## config.mk

```make
export PLATFORM = sky130hd
export DESIGN_NAME = oam_dma_engine
export DESIGN_NICKNAME = d
export VERILOG_FILES = /design/src/rtl/oam_dma_engine.sv
export SDC_FILE = /design/constraint.sdc
export NUM_CORES = 1
export LEC_CHECK = 0
export CORE_ASPECT_RATIO = 0.5
export CORE_UTILIZATION = 46
export CTS_CLUSTER_SIZE = 30
export DETAILED_ROUTE_END_ITERATION = 16
export MAX_ROUTING_LAYER = met4
export PLACE_DENSITY = 0.86
export SLEW_MARGIN = 10
export SYNTH_ARGS = -nofsm -noshare
export SYNTH_HDL_FRONTEND = slang
export SYNTH_SLANG_ARGS = --single-unit
```

## constraint.sdc

```tcl
create_clock -name clk -period 5 [get_ports clk]
set_clock_uncertainty 0.05 [all_clocks]
set_input_delay 0.75 -clock clk [delete_from_list [all_inputs] [get_ports clk]]
set_output_delay 0.75 -clock clk [all_outputs]
set_load 0.01 [all_outputs]
```

## src/rtl/oam_dma_engine.sv

```systemverilog
// Sprite-attribute DMA: a CPU write to TRIGGER_ADDR stalls the CPU and copies
// XFER_LEN bytes from page {cpu_data, 8'h00} to the fixed DEST_ADDR port.
module oam_dma_engine #(
  parameter int                ADDR_W       = 16,
  parameter int                DATA_W       = 8,
  parameter int                XFER_LEN     = 256,
  parameter logic [ADDR_W-1:0] TRIGGER_ADDR = ADDR_W'(16'h4014),
  parameter logic [ADDR_W-1:0] DEST_ADDR    = ADDR_W'(16'h2004),
  parameter bit                ALIGN_EN     = 1'b1,
  localparam int               IDX_W        = $clog2(XFER_LEN),
  localparam int               CNT_W        = IDX_W + 1
) (
  input  logic              clk,
  input  logic              reset,
  input  logic [ADDR_W-1:0] cpu_addr,
  input  logic [DATA_W-1:0] cpu_data,
  input  logic              cpu_we,
  input  logic [DATA_W-1:0] mem_rdata,
  output logic              bus_grant,
  output logic              cpu_rdy,
  output logic [ADDR_W-1:0] dma_addr,
  output logic              dma_we,
  output logic [DATA_W-1:0] dma_wdata,
  output logic              busy,
  output logic              done,
  output logic [CNT_W-1:0]  xfer_count,
  output logic [2:0]        dbg_state
);

  typedef enum logic [2:0] {
    S_IDLE  = 3'd0,
    S_ALIGN = 3'd1,
    S_READ  = 3'd2,
    S_WRITE = 3'd3,
    S_DONE  = 3'd4
  } state_e;

  localparam int SRC_W = (DATA_W + 8 > ADDR_W) ? DATA_W + 8 : ADDR_W;

  state_e            state_q, state_d;
  logic              parity_q;
  logic              extra_q, extra_d;
  logic [DATA_W-1:0] page_q, page_d;
  logic [IDX_W-1:0]  idx_q, idx_d;
  logic [CNT_W-1:0]  cnt_q, cnt_d;
  logic [SRC_W-1:0]  src_full;
  logic              trigger;

  // Source address is computed wide and truncated so page overflow wraps.
  assign src_full = SRC_W'({page_q, 8'h00}) + SRC_W'(idx_q);
  assign trigger  = cpu_we && (cpu_addr == TRIGGER_ADDR);

  always_ff @(posedge clk or posedge reset) begin
    if (reset) begin
      state_q  <= S_IDLE;
      parity_q <= 1'b0;
      extra_q  <= 1'b0;
      page_q   <= '0;
      idx_q    <= '0;
      cnt_q    <= '0;
    end else begin
      state_q  <= state_d;
      parity_q <= ~parity_q;
      extra_q  <= extra_d;
      page_q   <= page_d;
      idx_q    <= idx_d;
      cnt_q    <= cnt_d;
    end
  end

  always_comb begin
    state_d   = state_q;
    extra_d   = extra_q;
    page_d    = page_q;
    idx_d     = idx_q;
    cnt_d     = cnt_q;
    bus_grant = 1'b0;
    busy      = 1'b0;
    done      = 1'b0;
    dma_we    = 1'b0;
    dma_addr  = '0;
    dma_wdata = '0;
    case (state_q)
      S_IDLE: begin
        if (trigger) begin
          page_d  = cpu_data;
          idx_d   = '0;
          cnt_d   = '0;
          extra_d = ALIGN_EN && parity_q;
          state_d = S_ALIGN;
        end
      end
      S_ALIGN: begin
        bus_grant = 1'b1;
        busy      = 1'b1;
        // Odd-parity starts spend one more cycle here before the first read.
        if (extra_q) begin
          extra_d = 1'b0;
        end else begin
          state_d = S_READ;
        end
      end
      S_READ: begin
        bus_grant = 1'b1;
        busy      = 1'b1;
        dma_addr  = src_full[ADDR_W-1:0];
        state_d   = S_WRITE;
      end
      S_WRITE: begin
        bus_grant = 1'b1;
        busy      = 1'b1;
        dma_addr  = DEST_ADDR;
        dma_we    = 1'b1;
        dma_wdata = mem_rdata;
        idx_d     = idx_q + IDX_W'(1);
        cnt_d     = cnt_q + CNT_W'(1);
        state_d   = (cnt_q == CNT_W'(XFER_LEN - 1)) ? S_DONE : S_READ;
      end
      S_DONE: begin
        done    = 1'b1;
        state_d = S_IDLE;
      end
      default: state_d = S_IDLE;
    endcase
  end

  assign cpu_rdy    = ~busy;
  assign xfer_count = cnt_q;
  assign dbg_state  = state_q;

endmodule

```

### Yosys cells after proc, flatten, opt, wreduce, memory -nomap -nowiden

Index checks and enable logic that the tools add are counted.

| storage, ports and cells | value |
|---|---|
| register bits after elaboration | 30 |
| logic and storage cells | 43 |

| cells by class | value |
|---|---|
| equality and inequality tests | 8 |
| bitwise gates (word level) | 2 |
| multiplexer cells | 15 |
| reduce and logical (&&, ||, !) cells | 9 |
| $add $sub $neg | 3 |

Operators by type and width:

| kind | count |
|---|---|
| 16-bit one-hot mux with 2 select lines | 1 |
| 9-bit one-hot mux with 2 select lines | 1 |
| 16-bit by 8-bit adder with 16-bit output | 1 |
| 16-bit by 15-bit equality test with 1-bit output (second input constant) | 1 |
| 8-bit 2-to-1 mux | 2 |
| 8-bit one-hot mux with 2 select lines | 1 |
| 3-bit one-hot mux with 4 select lines | 1 |
| 9-bit by 1-bit adder with 9-bit output (second input constant) | 1 |
| 9-bit by 8-bit equality test with 1-bit output (second input constant) | 1 |
| 3-bit 2-to-1 mux | 3 |
| 9-bit 2-to-1 mux | 1 |
| 8-bit by 1-bit adder with 8-bit output (second input constant) | 1 |
| 2-bit AND reduction | 4 |
| 3-bit by 2-bit equality test with 1-bit output (second input constant) | 2 |
| 1-bit 2-to-1 mux | 4 |
| 2-bit inequality test (second input constant) | 2 |
| 2-bit nonzero test | 2 |
| 3-bit by 1-bit equality test with 1-bit output (second input constant) | 1 |
| 3-bit equality test (second input constant) | 1 |
| 3-bit zero test | 1 |
| 3-bit OR reduction | 1 |
| 1-bit NOT | 2 |
| 1-bit one-hot mux with 2 select lines | 1 |
| 1-bit logical AND | 1 |

### Logic depth before layout (Yosys ltp)

Gate-level depths: netlist (run 1).

| logic depth | value |
|---|---|
| word-level depth | 4 |
| gate-level depth with buffers | 7 |
| depth with buffers taken out | 7 |

### Worst setup path before layout (run 1)

OpenSTA, ideal clock, no wires.

| timing | value |
|---|---|
| path kind | reg2out |
| start point | reg state_q[0], in the netlist dbg_state[0] |
| end point | out dma_wdata[4] |
| path buffers | 3 |
| arrival time | 1.299 ns |
| path slack | 2.901 ns |
| cell stages (with the launch flop) | 7 |
| path through | dfrtp_1 > buf_2 > nand3b_4 > inv_2 > buf_2 > buf_4 > and2_1 |

| between the ends | value |
|---|---|
| cells in the longest elaborated chain, start to end | 2 |

Ends and longest elaborated chain:

| what | line | source |
|---|---|---|
| from (decl) | 40 | `state_e state_q, state_d;` |
| from (signal assigned) | 62 | `state_q <= state_d;` |
| 3-bit by 2-bit equality test with 1-bit output | 83 | `case (state_q)` |
| 8-bit 2-to-1 mux | 83 |  |
| to (decl) | 23 | `output logic [DATA_W-1:0] dma_wdata,` |

Every way passes these cells.

### Worst setup path after layout (run 1)

| timing | value |
|---|---|
| start point | reg state_q[0], in the netlist dbg_state[0] |
| end point | out dma_wdata[1] |

The elaborated chain is that of the path after synthesis.

==> reports/metrics.cfg, run 1 <==
[outcome]
status=complete, no violations

[synth]
ys_seq_area_share_pct=42.25
synthTopCellsByArea=dfrtp_1, and2_1, mux2_4
synth-async-reset-ratio_pct=100.0
synth_top_area_cell=dfrtp_1
yosysWarningCount=0
synth_cell_types=39
netlist_area_um2=1777
synth_top_area_share_pct=42.25
synth_nets=229
syn_inst=191
synth_edf_count=0
synth_area_per_cell_um2=9.302
synthFlopType=dfrtp_1
synth_seq_cells=30

[floorplanning]
die_y_um=45.95
fp.dieW_um=89.89
fp-row-count=15
initial_utilization_pct=49.82
core_area_um2=3566
dieArea_um2=4130
io_pins=76

[place]
place_inst=308
dpl-instance-area_um2=2534
gp_congestion=0.7764
port_buffers=75
pre_cts_ws_ns=2.170
dpl.hpwl_mm=3.069

[clock_network]
cts_sinks=30
post_cts_buffers=0
htreeDepth=2
clk-insertion-delay-late_ns=0.28
holdBufCountCts=0
clk_pin_slew_worst_paths_ns=0.06
root_buffer=clkbuf_8
clockBufferDepth=2
cts_resized=0
cts_tree=built
cts_buffers=5

[sta]
slew_violations=0
whs_ns=0.3947
worst_pin_slew_ns=0.6188
finalSetupViolCount=0
maxSlewHeadroom_pct=58.65
period_share_pct=62.92
finalHoldViolCount=0
setup_ws_ns=1.854
finalSetupTns_ns=0
fmax_ghz=0.3179
finalCriticalPeriod_ns=3.146
rsz0062_at_grt=no

[cells_and_area]
drive_gt1_share_pct=10.19
final_cell_count_no_fill=316
fillers=255
final_nets=302
area_growth_pct=47.75
post-route-util_pct=73.61
multi_input_area_um2=934.6
seq_area_um2=750.7
num_antenna_cells=0
final_area_um2=2625

[setup_path]
crit_path_end_kind=output pin
crit_chain=nand3b_4, inv_2, and2_1, clkdlybuf4s50_1
required_ns=4.20
cp_num_buf_inv=2
cp_slowest_cell=dfrtp_1
cp_data_arrival_time_ns=2.35
slowest_delay_ns=0.63
start_kind=flip-flop
worstPathMaxFanout=25
critPathTopFamily=buffers and inverters
path_class=reg -> out

[drt]
routed_wl_mm=4.322
routedWlPerCell_um=13.68
dr.pass1.iters=4
num_vias=1631
drc=0
vias_per_cell=5.161
drtAntennaViolNets=0
wl_met2_mm=2.145
wl_met3_um=266
routed.top_layer=met4
met1_length_mm=1.886
drt_iter0_drc=97

[global_route]
antenna_found_initial=0
grt_pass1_wl_mm=6.865
track_usage_pct=22.37
grt_start_max_net_pins=31
grt_pass1_vias=1456
overflow=0

[worst_hold_path]
hp-class=reg -> reg

[pwr]
p_per_area_nw_per_um2=262.2
max-vdd-ir-drop_mv=0.2025
finalPower_uw=688.3
p_leak_nw=1.098

[flow_run]
drv_cap=0

-- worst register-to-register path: stages (launching register included) --
cell and delay [ns]:
dfrtp_1 0.54, nor3_2 0.29, nand3_1 0.19, nor2_4 0.53, mux2_2 0.42
-- cells in the mapped netlist, types with 2 or more instances --
library cell and number:
o21a_1 2, nand4_1 4, mux2_2 4, and3_1 6, xor2_1 4, o21bai_1 2
and4_1 2, ha_1 3, nor2b_1 2, buf_4 2, and2_1 24, o21ai_0 10
buf_6 2, buf_2 4, nand2b_1 3, clkbuf_1 2, nand3_1 10, o22ai_1 3
nor3_2 2, nand2_1 19, nor2_1 20, inv_1 6, dfrtp_1 30, a211oi_1 2
a21oi_1 2, mux2_4 5, nor4b_2 2, nor3_1 3
-- layout make-up --
type,instances,area share (%)
well taps,51,2.431
multi-input cells,144,35.61
inverters,7,1.001
repair buffers,76,28.88
flip-flops and latches,30,28.60
clock buffers,7,3.289
clock inverters,1,0.1907
-- logic make-up (layout without fill, tap and decap cells) --
family	after synthesis	count (layout)	share of synthesized area [%]
compound gates	24	24	8.169
xor+xnor	4	4	1.972
fa+ha+maj	3	3	2.113
buf+inv	17	91	5.140
flops	30	30	42.25
mux	9	9	6.760
simple gates	104	104	33.59
-- final timing paths --
check | startpoint | end | slack (ns) | cells after the start
min in group asynchronous | reset | xfer_count[7] | 0.80 | 3
worst min register to register | parity_q | parity_q | 0.39 | 1
max in group asynchronous | reset | xfer_count[8] | 3.81 | 3
worst min-delay path | parity_q | parity_q | 0.39 | 1
worst max register to register | dbg_state[0] | page_q[4] | 2.86 | 4
worst max-delay path | dbg_state[0] | dma_wdata[1] | 1.85 | 4
-- sequential cells by signal (all words and copies together), names as in the netlist --
register	count
xfer_count	9
idx_q	8
page_q	8
dbg_state	3
extra_q	1
parity_q	1
-- per-layer routing --
metal	vias to the layer above	global-route usage, %
met5	-	-
met4	0	5.161
met3	2	5.833
met2	59	38.46
met1	774	27.33
li1	796	-
-- report_power, final --
| part | switching, mW | leakage, nW | internal (mW) |
|---|---|---|---|
| logic | 0.0577 | 0.668 | 0.0949 |
| clock network | 0.0894 | 0.0482 | 0.111 |
| registers | 0.0544 | 0.381 | 0.281 |
-- cells in the final DEF, fill, tap and decap left out, types with 2 or more instances in the layout --
cell type	instances
a211oi_1	2
a21oi_1	2
o22ai_1	3
nor3_1	3
nand3_1	10
and4_1	2
nand4_1	4
inv_1	6
mux2_4	5
nor3_2	2
o21ai_0	10
o21bai_1	2
and2_1	24
nand2_1	19
o21a_1	2
clkdlybuf4s50_1	75
nor2_1	20
nand2b_1	3
xor2_1	4
nor4b_2	2
and3_1	6
dfrtp_1	30
mux2_2	4
nor2b_1	2
ha_1	3
clkbuf_8	6
(Power assumes the default switching activity.)
==> inputs of run 2 (changes only) <==
--- a/config.mk
+++ b/config.mk
@@ -6,11 +6,11 @@
 export NUM_CORES = 1
 export LEC_CHECK = 0
 export CORE_ASPECT_RATIO = 0.5
-export CORE_UTILIZATION = 46
+export CORE_UTILIZATION = 38
 export CTS_CLUSTER_SIZE = 30
 export DETAILED_ROUTE_END_ITERATION = 16
 export MAX_ROUTING_LAYER = met4
-export PLACE_DENSITY = 0.86
+export PLACE_DENSITY = 0.76
 export SLEW_MARGIN = 10
 export SYNTH_ARGS = -nofsm -noshare
 export SYNTH_HDL_FRONTEND = slang
==> constraint.sdc (replaced) <==
create_clock -name clk -period 2.6 [get_ports clk]
set_clock_uncertainty 0.05 [all_clocks]
set_input_delay 0.39 -clock clk [delete_from_list [all_inputs] [get_ports clk]]
set_output_delay 0.39 -clock clk [all_outputs]
set_load 0.01 [all_outputs]
==> run 2 against run 1 <==
  * Count of clock-buffer cells in the layout unchanged
  * Critical path type unchanged
  * Largest power group unchanged
  * Critical endpoint is now dma_wdata[6]
  * Clock power increased by 93%
  * Setup slack got worse by 1.7 ns
  * Utilization decreased by 14 points
  * Cell count increased by 3.2%
==> reports/metrics.cfg, run 2 (synthesized netlist as in run 1, its figures left out) <==
[global_route]
grt.met2_usage_pct=28.64  ; was 38.46%
track_usage_pct=17.67  ; was 22.37%
use_met1_pct=22.17  ; was 27.33%
top_usage_layer=met2  ; unchanged
overflow=0  ; unchanged
use_met3_pct=4.039  ; was 5.833%
grt_start_max_net_pins=31  ; unchanged
grt_pass1_vias=1495  ; was 1,456
antenna_found_initial=0  ; unchanged
grt_pass1_wl_mm=6.762  ; was 6.865 mm

[cells_and_area]
num_antenna_cells=0  ; unchanged
final_nets=306  ; was 302
drive_gt1_share_pct=11.52  ; was 10.19%
multi_input_area_um2=934.6  ; unchanged
post-route-util_pct=59.89  ; was 73.61%
layout_common_cells=clkdlybuf4s50_1, dfrtp_1, and2_1  ; unchanged
layout_commonest_cell=clkdlybuf4s50_1  ; unchanged
seq_area_um2=750.7  ; unchanged
final_cell_count_no_fill=326  ; was 316
fillers=376  ; was 255
largest_reg_flops=9  ; unchanged
area_growth_pct=49.86  ; was 47.75%
final_area_um2=2663  ; was 2625 µm²

[floorplanning]
die_y_um=50.35  ; was 45.95 µm
initial_utilization_pct=39.97  ; was 49.82%
io_pins=76  ; unchanged
core_area_um2=4446  ; was 3566 µm²
fp.dieW_um=98.70  ; was 89.89 µm
fp-row-count=17  ; was 15
dieArea_um2=4970  ; was 4130 µm²

[pwr]
p_per_area_nw_per_um2=495.7  ; was 262.2 nW/µm²
max-vdd-ir-drop_mv=0.2317  ; was 0.2025 mV
finalPower_mw=1.320  ; was 688.3 µW
p_sw_share_pct=29.12  ; was 29.27%
combPwrFrac_pct=21.8  ; was 22.2%
pwr-share-seq_pct=48.9  ; was 48.7%
internal_power_uw=935.4  ; was 486.8 µW
p_clk_share_pct=29.3  ; was 29.1%
p_leak_nw=1.120  ; was 1.098 nW
p_switching_uw=384.4  ; was 201.5 µW

[sta]
worst_pin_slew_ns=0.4433  ; was 0.6188 ns
setup_ws_ns=0.1482  ; was 1.854 ns
slew_violations=0  ; unchanged
fmax_ghz=0.4079
finalSetupViolCount=0  ; unchanged
finalSetupTns_ns=0  ; unchanged
maxSlewHeadroom_pct=70.38  ; was 58.65%
finalHoldViolCount=0  ; unchanged
finalCriticalPeriod_ns=2.452
whs_ns=0.3733  ; was 0.3947 ns
period_share_pct=94.30
rsz0062_at_grt=no  ; unchanged

[setup_path]
crit_path_end_kind=output pin  ; unchanged
worstPathMaxFanout=23  ; was 25
required_ns=2.16  ; was 4.20 ns
start_kind=flip-flop  ; unchanged
path_class=reg -> out  ; unchanged
cp_data_arrival_time_ns=2.01  ; was 2.35 ns

[drt]
num_vias=1616  ; was 1,631
vias_per_cell=4.957  ; was 5.161
drt_iter0_drc=51  ; was 97
routed_wl_mm=4.017  ; was 4.322 mm
routedWlPerCell_um=12.32  ; was 13.68 µm
dr.pass1.iters=4  ; unchanged
drtAntennaViolNets=0  ; unchanged
drc=0  ; unchanged

[clock_network]
holdBufCountCts=0  ; unchanged
root_buffer=clkbuf_8  ; unchanged
cts_sinks=30  ; unchanged
clk-insertion-delay-late_ns=0.28  ; about the same
cts_tree=built  ; unchanged
post_cts_buffers=0  ; unchanged
cts_resized=0  ; unchanged
clockBufferDepth=2  ; unchanged
cts_buffers=5  ; unchanged
htreeDepth=2  ; unchanged
clk_pin_slew_worst_paths_ns=0.06  ; about the same

[place]
dpl-instance-area_um2=2571  ; was 2534 µm²
port_buffers=75  ; unchanged
pre_cts_ws_ns=0.2689  ; was 2.170 ns
gp_congestion=0.7739  ; was 0.7764
dpl.hpwl_mm=2.930  ; was 3.069 mm
place_inst=318  ; was 308

[outcome]
status=complete, no violations  ; unchanged

[flow_run]
drv_cap=0  ; unchanged

[worst_hold_path]
hp-class=reg -> reg  ; unchanged

[run 2: cell types whose count changed in the layout (fill, tap and decap cells not counted), sizes merged]
| cell | previous run | this run |
|---|---|---|
| buf | 1 | 5 |
[run 2: worst paths after layout]
check / start / slack, ns / cells past startpoint / to
min in group asynchronous: reset / 0.43 / 3 / extra_q
worst max register to register: dbg_state[0] / 0.66 / 4 / page_q[2]
max in group asynchronous: reset / 1.78 / 3 / page_q[7]
worst min-delay path: parity_q / 0.37 / 1 / parity_q
worst max-delay path: dbg_state[0] / 0.15 / 4 / dma_wdata[6]
worst min register to register: parity_q / 0.37 / 1 / parity_q
[run 2: power by group through the flow]
| stage | Clock (mW) | Combinational, mW | Sequential [mW] |
|---|---|---|---|
| after floorplan | 0 | 0.114 | 0.644 |
| after global placement | 0 | 0.282 | 0.646 |
| after detailed placement | 0 | 0.289 | 0.651 |
| after CTS | 0.393 | 0.292 | 0.643 |
| after global routing | 0.412 | 0.321 | 0.661 |
| final | 0.386 | 0.288 | 0.646 |
[run 2: critical path: stages (launching register included)]
cell	delay [ns]
dfrtp_1	0.60
nand3b_4	0.12
inv_2	0.29
and2_1	0.18
clkdlybuf4s50_1	0.54
[run 2: per-layer routing]
layer / part of all wire (%) / up-vias
li1: - / 803
met1: 48 / 763
met2: 46 / 43
met3: 5.4 / 7
met4: 1.2 / 0
met5: 0 / -
[run 2: cell type report]
type	instances	area share (%)
Multi-Input combinational cell	144	35.10
Timing Repair Buffer	80	29.61
Sequential cell	30	28.20
Clock buffer	7	3.242
Tap cell	57	2.679
Inverter	7	0.9868
Clock inverter	1	0.1880
==> inputs of run 3 (changes only) <==
--- a/config.mk
+++ b/config.mk
@@ -5,7 +5,7 @@
 export SDC_FILE = /design/constraint.sdc
 export NUM_CORES = 1
 export LEC_CHECK = 0
-export CORE_ASPECT_RATIO = 0.5
+export CORE_MARGIN = 2
 export CORE_UTILIZATION = 38
 export CTS_CLUSTER_SIZE = 30
 export DETAILED_ROUTE_END_ITERATION = 16
==> run 3 against run 2 <==
  * Global-route usage is essentially flat
  * Non-clock buffer count grew 1
  * Utilization grew 0.91 points
  * Combinational power is essentially flat
  * Flip-flop and latch count is the same
  * Maximum frequency grew 1.5%
  * Cell count shrank 1.2%
  * First-iteration DRC count grew 94%
  * Setup slack gained 0.037 ns
  * Register-to-register slack gained 0.02 ns
  * Die area grew 5.4%
  * Critical endpoint is now dma_wdata[5]
  * Highest routed layer unchanged
==> reports/metrics.cfg, run 3 (synthesized netlist as in run 1, its figures left out) <==
[outcome]
status=complete, no violations  ; unchanged

[cells_and_area]
num_antenna_cells=0  ; unchanged
layout_commonest_cell=clkdlybuf4s50_1  ; unchanged
area_growth_pct=51.06  ; was 49.86%
drive_gt1_share_pct=12.96  ; was 11.52%
final_area_um2=2684  ; was 2663 µm²
post-route-util_pct=60.80  ; was 59.89%
layout_common_cells=clkdlybuf4s50_1, dfrtp_1, and2_1  ; unchanged
largest_reg_flops=9  ; unchanged
final_nets=307  ; was 306

[setup_path]
start_kind=flip-flop  ; unchanged
required_ns=2.16  ; about the same
worstPathMaxFanout=18  ; was 23
cp_data_arrival_time_ns=1.97  ; was 2.01 ns
path_class=reg -> out  ; unchanged
crit_path_end_kind=output pin  ; unchanged

[place]
port_buffers=75  ; unchanged
dpl-instance-area_um2=2572  ; was 2571 µm²
gp_congestion=0.7917  ; was 0.7739
dpl.hpwl_mm=3.050  ; was 2.930 mm
pre_cts_ws_ns=0.3258  ; was 0.2689 ns

[worst_hold_path]
hp-class=reg -> reg  ; unchanged

[clock_network]
cts_buffers=5  ; unchanged
holdBufCountCts=0  ; unchanged
clockBufferDepth=2  ; unchanged
cts_tree=built  ; unchanged
post_cts_buffers=0  ; unchanged
htreeDepth=2  ; unchanged
root_buffer=clkbuf_8  ; unchanged
cts_sinks=30  ; unchanged
clk_pin_slew_worst_paths_ns=0.07  ; was 0.06 ns
clk-insertion-delay-late_ns=0.29  ; was 0.28 ns

[global_route]
track_usage_pct=17.69  ; was 17.67%
overflow=0  ; unchanged
antenna_found_initial=0  ; unchanged
grt_pass1_wl_mm=7.017  ; was 6.762 mm
grt_start_max_net_pins=31  ; unchanged
grt_pass1_vias=1584  ; was 1,495

[sta]
fmax_ghz=0.4141  ; was 0.4079 GHz
rsz0062_at_grt=no  ; unchanged
finalSetupViolCount=0  ; unchanged
finalCriticalPeriod_ns=2.415  ; was 2.452 ns
finalSetupTns_ns=0  ; unchanged
maxSlewHeadroom_pct=69.72  ; was 70.38%
slew_violations=0  ; unchanged
finalHoldViolCount=0  ; unchanged
setup_ws_ns=0.1851  ; was 0.1482 ns
period_share_pct=92.88  ; was 94.30%
worst_pin_slew_ns=0.4543  ; was 0.4433 ns

[drt]
drt_iter0_drc=99  ; was 51
routed_wl_mm=4.166  ; was 4.017 mm
routedWlPerCell_um=12.94  ; was 12.32 µm
drtAntennaViolNets=0  ; unchanged
num_vias=1611  ; was 1,616
dr.pass1.iters=4  ; unchanged
vias_per_cell=5.003  ; was 4.957
drc=0  ; unchanged

[pwr]
p_per_area_nw_per_um2=520.1  ; was 495.7 nW/µm²
p_leak_nw=1.132  ; was 1.120 nW
max-vdd-ir-drop_mv=0.2782  ; was 0.2317 mV

[floorplanning]
initial_utilization_pct=40.25  ; was 39.97%
die_y_um=72.38  ; was 50.35 µm
core_area_um2=4414  ; was 4446 µm²
dieArea_um2=5238  ; was 4970 µm²
fp.dieW_um=72.38  ; was 98.70 µm
io_pins=76  ; unchanged
fp-row-count=24  ; was 17

[flow_run]
drv_cap=0  ; unchanged

==> run 3: area by class of cell <==
type	count	area, µm²
timing repair buffer	81	795.8
sequential	30	753.2
multi-input combinational	144	934.6
clock inverter	3	40.04
inverter	7	26.28
fill	380	1730
clock buffer	5	68.82
tap	52	65.06
==> run 3: final timing paths <==
kind                         startpoint      endpoint  slack [ns]  depth (start not counted)
max                        dbg_state[0]  dma_wdata[5]        0.19                          4
min in group asynchronous         reset     page_q[5]        0.42                          3
min reg2reg                    parity_q      parity_q        0.39                          1
max reg2reg                dbg_state[0]     page_q[3]        0.68                          4
min                            parity_q      parity_q        0.39                          1
max in group asynchronous         reset  dbg_state[2]        1.77                          3
==> run 3: power by group <==
group | internal (mW) | switching [mW]
clock network | 0.282 | 0.183
registers | 0.540 | 0.103
logic | 0.182 | 0.105
total | 1.00 | 0.392
==> run 3: routing by layer <==
layer / share of wire, % / track usage (%) / vias up
li1: - / - / 805
met1: 45 / 21.30 / 746
met5: 0 / - / -
met4: 2.0 / 8.642 / 0
met2: 45 / 27.12 / 50
met3: 7.6 / 5.278 / 10
==> run 3: repair_timing <==
item | in CTS | in global routing
hold endpoints to repair | 0 | 0
resized for setup | 0 | 2
endpoints found under the setup margin | 0 | 12
==> run 3: through the flow <==
step                      power, mW  hold slack (ns)  cells
after global routing          1.481           0.4166    322
after floorplan              0.7580           0.3440    191
after global placement       0.9343           0.3645    314
final                         1.396           0.3904    322
after detailed placement     0.9415           0.3848    314
after CTS                     1.415           0.3942    322
==> run 3: worst max-delay path: stages (launching register included) <==
cell and delay, ns:
dfrtp_1 0.62, nand3b_4 0.12, inv_2 0.23, and2_1 0.18
clkdlybuf4s50_1 0.53
